==> src/rtl/tsu_queue_reader.sv <==
// TSU timestamp queue drain engine.
// Pops one 128-bit entry from the TSU queue whenever it is non-empty. The
// entry is sent out MSW first as four 32-bit words over a valid/ready stream.
//
// state  | meaning
// IDLE   | no entry in flight; pop when en && q_rd_stat != 0
// POP    | one-cycle q_rd_en strobe to the queue
// WAIT   | read latency; q_rd_data captured on the final cycle
// SEND   | present hold words 0..3, advance on out_valid & out_ready
module tsu_queue_reader #(
    parameter int RD_LATENCY = 1,
    parameter int CNT_W      = 16
) (
    input  logic              clk,
    input  logic              rst,
    input  logic              en,
    input  logic [7:0]        q_rd_stat,
    output logic              q_rd_en,
    input  logic [127:0]      q_rd_data,
    output logic              out_valid,
    input  logic              out_ready,
    output logic [31:0]       out_data,
    output logic              out_last,
    output logic              busy,
    output logic [CNT_W-1:0]  ts_cnt
);

    typedef enum logic [1:0] {
        S_IDLE = 2'd0,
        S_POP  = 2'd1,
        S_WAIT = 2'd2,
        S_SEND = 2'd3
    } state_t;

    // WAIT covers RD_LATENCY cycles; the down-counter starts at RD_LATENCY-1
    // so that terminal count marks the cycle on which q_rd_data is valid.
    localparam logic [1:0] LAT_LOAD = 2'(RD_LATENCY - 1);

    state_t             state_q, state_d;
    logic [1:0]         lat_q, lat_d;
    logic [127:0]       hold_q, hold_d;
    logic [1:0]         idx_q, idx_d;
    logic [CNT_W-1:0]   cnt_q, cnt_d;
    logic               accept;

    assign accept = (state_q == S_SEND) && out_ready;

    // State and datapath registers with synchronous reset; reset discards
    // any entry that was popped but not yet fully delivered.
    always_ff @(posedge clk) begin
        if (rst) begin
            state_q <= S_IDLE;
            lat_q   <= '0;
            hold_q  <= '0;
            idx_q   <= '0;
            cnt_q   <= '0;
        end else begin
            state_q <= state_d;
            lat_q   <= lat_d;
            hold_q  <= hold_d;
            idx_q   <= idx_d;
            cnt_q   <= cnt_d;
        end
    end

    // Next-state logic: pop, wait out read latency, capture, stream words.
    always_comb begin
        state_d = state_q;
        lat_d   = lat_q;
        hold_d  = hold_q;
        idx_d   = idx_q;
        cnt_d   = cnt_q;
        case (state_q)
            S_IDLE: begin
                if (en && (q_rd_stat != 8'd0)) begin
                    state_d = S_POP;
                end
            end
            S_POP: begin
                lat_d   = LAT_LOAD;
                state_d = S_WAIT;
            end
            S_WAIT: begin
                if (lat_q == 2'd0) begin
                    hold_d  = q_rd_data;
                    idx_d   = 2'd0;
                    state_d = S_SEND;
                end else begin
                    lat_d = lat_q - 2'd1;
                end
            end
            S_SEND: begin
                if (accept) begin
                    if (idx_q == 2'd3) begin
                        idx_d   = 2'd0;
                        cnt_d   = cnt_q + 1'b1;
                        state_d = S_IDLE;
                    end else begin
                        idx_d = idx_q + 2'd1;
                    end
                end
            end
            default: begin
                state_d = S_IDLE;
            end
        endcase
    end

    // Word select from the hold register, most significant word first.
    always_comb begin
        out_data = 32'd0;
        if (state_q == S_SEND) begin
            case (idx_q)
                2'd0:    out_data = hold_q[127:96];
                2'd1:    out_data = hold_q[95:64];
                2'd2:    out_data = hold_q[63:32];
                default: out_data = hold_q[31:0];
            endcase
        end
    end

    assign q_rd_en   = (state_q == S_POP);
    assign out_valid = (state_q == S_SEND);
    assign out_last  = (state_q == S_SEND) && (idx_q == 2'd3);
    assign busy      = (state_q != S_IDLE);
    assign ts_cnt    = cnt_q;

endmodule
==> config.mk <==
export PLATFORM = sky130hd
export DESIGN_NAME = tsu_queue_reader
export DESIGN_NICKNAME = d
export VERILOG_FILES = /design/src/rtl/tsu_queue_reader.sv
export SDC_FILE = /design/constraint.sdc
export NUM_CORES = 1
export LEC_CHECK = 0
export ABC_CLOCK_PERIOD_IN_PS = 2650
export BUFFER_PORTS_ARGS = -buffer_cell sky130_fd_sc_hd__buf_2
export CORE_MARGIN = 2
export CORE_UTILIZATION = 40
export CTS_BUF_LIST = sky130_fd_sc_hd__clkbuf_16
export CTS_CLUSTER_DIAMETER = 30
export DETAILED_ROUTE_END_ITERATION = 10
export GPL_ROUTABILITY_DRIVEN = 0
export PLACE_DENSITY_LB_ADDON = 0.15
export SYNTH_ARGS = -nofsm -noshare
export SYNTH_HDL_FRONTEND = slang
export SYNTH_SLANG_ARGS = --single-unit
==> constraint.sdc <==
create_clock -name clk -period 2.65 [get_ports clk]
set_clock_uncertainty 0.05 [all_clocks]
set_input_delay 0.265 -clock clk [delete_from_list [all_inputs] [get_ports clk]]
set_output_delay 0.265 -clock clk [all_outputs]
set_load 0.005 [all_outputs]
# Word level (Yosys, flattened, before mapping)
# Cells that the tools add are included.
# word_totals
regBits,150
in_bits,140
output_inout_bits,52
elab_cells,47
# op_classes
add_sub_neg,3
eq_ne,11
muxes,13
reduce_logical,15
# op_table
op,n
case mux 32 bit (3 select lines),1
two-way mux 32 bit,1
adder 16 x 1 -> 16 bit (second input constant),1
two-way mux 2 bit,8
equality test 2 bit (second input constant),4
case mux 2 bit (2 select lines),2
case mux 2 bit (4 select lines),1
nonzero test 8 bit,1
logical NOT 2 bit,3
!= test 2 bit (second input constant),3
AND reduction 3 bit,2
nonzero test 2 bit,3
equality test 2 x 1 -> 1 bit (second input constant),2
!= test 2 x 1 -> 1 bit (second input constant),2
AND reduction 2 bit,2
AND reduction 4 bit,1
logical AND 1 bit,3
adder 2 x 1 -> 2 bit (second input constant),1
subtractor 2 x 1 -> 2 bit (second input constant),1

# Depth between registers and ports, before layout
# depth
depth_word,4
depth_mapped,7
depth_no_buf,6

# Worst setup path before layout
# No wires, ideal clock.
# synth_path
path_kind,flip-flop to output port
from,register idx_q[0]
to,output port out_data[4]
t_arrival_ps,1402
t_required_ps,2335
slack_ps,933
path_stages_with_launch,8
path_buffers,1
cell_sequence,dfxtp_1 > inv_1 > ha_1 > clkbuf_1 > a222oi_1 > nor2_1 > a21oi_1 > nor2_1
# synth_via
elab_chain_cells,3
word_cells_on_any_way,5
cone_classes,eq/ne: 2; mux: 2; reduce/logical: 1
# synth_lines
element,line,source
start: declaration,42,"logic [1:0] idx_q, idx_d;"
start signal: assignment,61,idx_q <= idx_d;
equality test 2 bit (tied with other cells),113,case (idx_q)
case mux 32 bit (3 select lines) *,113,
two-way mux 32 bit *,112,if (state_q == S_SEND) begin
end: declaration,22,"output logic [31:0] out_data,"
# Mark *: on every way between the ends. The rest lies on a longest branch, timed or not.

# Final worst setup path
# Ends and elaborated chain as after synthesis.

==> results.md <==
- Share of layout cells above drive strength 1: 23.9%
- Yosys warnings: 0
- CTS clock-pin slew for the worst setup and hold paths: 0.06 ns
- Mapped Cells: 843
- Unique masters post-synth: 36
- Total power: 7.02 mW
- Reg2Reg Setup Slack: 0.65 ns
- PD cells: 868 mW/mm²
- GRT Overall Usage: 20.8%
- Rel. slew slack: 48.5%
- H-tree levels: 4
- Final #Nets: 1,153
- Hold Crit Class: in2reg
- Worst vdd ir: 0.400 mV
- Core Footprint: 0.0157 mm²
- Syn Area/Cell: 7.53 µm²
- Cell Area, Synth: 0.00634 mm²
- Hold Path Stages: 3
- Initial antenna violation count: 1
- Setup Viol. Count Final: 0
- Largest net degree at the start of global routing: 72
- HPWL after DPL: 11.7 mm
- CTS Buf Count: 17
- Worst EP required: 2.34 ns
- CTS Buffer Depth: 2
- P&R area growth vs syn: 27.4%
- CTS root buffer: clkbuf_16
- Seq/Total Area, Yosys: 47.3%
- Starting Density: 40.4%
- Port bufs: 191
- GRT overflow: 0
- Vias in the first global route: 5,615
- Post-Route WL: 17.4 mm
- Fin crit share: 94.4%
- Worst-path maximum fanout: 20
- Slew Viols, Final: 0
- CTS tree: yes
- Vias after detailed routing: 6,225
- Pre-Repair DR Iteration Count: 7
- Hold buffers post-CTS: 0
- Avg WL per Cell: 14.2 µm
- Diode count: 0
- Crit Path Class: reg2out
- Vias per inst: 5.06
- Clk Latency, worst-skew pair: 0.41 ns
- Hold_sp: q_rd_data[28]
- Drt initial violations: 480
- I/O pin total: 192
- Maxcap violations: 0
- Seq pwr share: 40.9%
- Reg2reg path depth: 6
- First-pass GRT wire length: 28.0 mm
- Hold EP: hold_q[28]
- Status: finished clean
- Comb pwr share: 25.6%
- Die span in x: 130 µm
- DRT antenna net count: 0
- Period minus WS final: 2.50 ns
- Yosys reg bits: 150
- Unrepaired setup endpoints after global routing: false
- Post-synth net total: 994
- Int Pwr: 4.78 mW
- Critical Path Source Type: register
- CP Capture Type: output port
- Clk pwr share: 33.5%
- Critical path data arrival time: 2.19 ns
- Worst Tran Pin Value: 0.772 ns
- CTS Sinks: 150
- Final TNS setup: 0 ns
- Die Y: 130 µm
- Critical R2R Launch: state_q[0]
- Net Sw Frac: 31.8%
- Switching power: 2.23 mW
- Final hold vios: 0
- Max frequency: 400 MHz
- Static leakage: 3.21 nW
- Row count: 46
- RR Endpoint: hold_q[51]
- DRC viols: 0
- Die ar.: 0.0169 mm²
## metal layers
layer	routed length, µm	global-route usage [%]
met5	13	0
met4	123	5.25
met3	956	4.67
met2	8060	33.3
met1	8270	28.7
## area by class of cell
| cell class | instances | area (µm²) |
|---|---|---|
| fillers | 1594 | 7630 |
| multi-input cells | 619 | 3050 |
| flip-flops and latches | 150 | 3000 |
| repair buffers | 205 | 1150 |
| clock buffers | 17 | 425 |
| well taps | 216 | 270 |
| clock inverters | 14 | 144 |
| inverters | 9 | 33.8 |
## power by group through the flow
stage	Clock, mW	Combinational [mW]	Sequential [mW]
2_1_floorplan	0	1.28	2.86
3_3_place_gp	0	1.80	2.91
3_5_place_dp	0	1.81	2.92
4_1_cts	2.40	1.81	2.87
5_1_grt	2.52	2.04	2.92
6_report	2.35	1.80	2.87
## worst max path at each step
stage | endpoint | from | slack [ns] | depth (start not counted)
2_1_floorplan | out_data[4] | idx_q[0] | 0.93 | 7
3_3_place_gp | out_data[0] | idx_q[1] | 0.58 | 8
3_5_place_dp | out_data[12] | idx_q[0] | 0.53 | 8
4_1_cts | out_data[25] | idx_q[0] | 0.09 | 8
5_1_grt | out_data[8] | idx_q[0] | 0.001 | 8
6_report | out_data[4] | idx_q[0] | 0.15 | 8
## timing repair
| item | CTS | global route |
|---|---|---|
| resized for setup | 0 | 2 |
| buffers inserted | 0 | 0 |
| endpoints found under the setup margin | 0 | 15 |
## registers in the layout (all words and copies together) (netlist names)
signal,cells
hold_q,128
idx_q,2
lat_q,2
state_q,2
ts_cnt,16
## critical path, stage by stage (launching register included)
cell and delay, ns:
dfxtp_1 0.40, inv_1 0.09, ha_1 0.21, buf_4 0.22, a222oi_1 0.45, nor2_1 0.08, a21oi_1 0.14, nor2_1 0.05
buf_2 0.13
## stage by stage
step	std cells	setup WS (ns)	util, %	instance area [µm²]	hold WS (ns)
floorplan	843	0.933	-	6340	0.351
finish	1230	0.147	51.4	8080	0.0344
CTS	1230	0.0864	51.4	8080	0.0158
detailed placement	1199	0.535	47.8	7510	0.396
global route	1230	0.00147	51.4	8080	0.0182
global placement	1199	0.575	47.8	7510	0.392
## logic make-up after synthesis
kind of cell / Yosys count / share of synthesized area (%)
mux: 3 / 0.513
buf+inv: 74 / 4.79
simple gates: 382 / 24.4
compound gates: 215 / 19.6
fa+ha+maj: 11 / 2.17
flops: 150 / 47.3
xor+xnor: 8 / 1.10
## cells in the final DEF, fill, tap and decap left out, drive strengths merged, types with 3 or more instances in the layout
master  netlist  final
clkbuf       42     17
inv           9     11
and3          4      4
nand2       260    260
a222oi       32     32
clkinv        0      8
bufinv        0      3
o21ai        11     11
nand4         4      4
or3           6      6
xnor2         5      5
dfxtp       150    150
and4          4      4
ha           11     11
buf          23    205
xor2          3      3
a21oi       169    169
nor2b         3      3
nand3         9      9
nor2         82     82
## Yosys cell counts, drive strengths merged
master / n / area share [%]
clkbuf: 42 / 2.5
inv: 9 / 0.53
dfxtp: 150 / 47
mux2i: 1 / 0.16
nand2: 260 / 15
nor3: 2 / 0.16
nor2b: 3 / 0.30
a211oi: 1 / 0.12
o21ai: 11 / 0.87
or4: 1 / 0.12
xor2: 3 / 0.41
or2b: 1 / 0.12
mux2: 2 / 0.36
and4: 4 / 0.59
a21oi: 169 / 13
o2111ai: 1 / 0.14
and3: 4 / 0.41
nand2b: 2 / 0.20
ha: 11 / 2.2
buf: 23 / 1.8
nor4: 2 / 0.20
or3: 6 / 0.59
and2: 2 / 0.22
xnor2: 5 / 0.69
nor2: 82 / 4.9
nand3: 9 / 0.91
nand4: 4 / 0.39
a222oi: 32 / 5.0
o41ai: 1 / 0.14
Note: power is estimated with default switching activity, not from simulation.
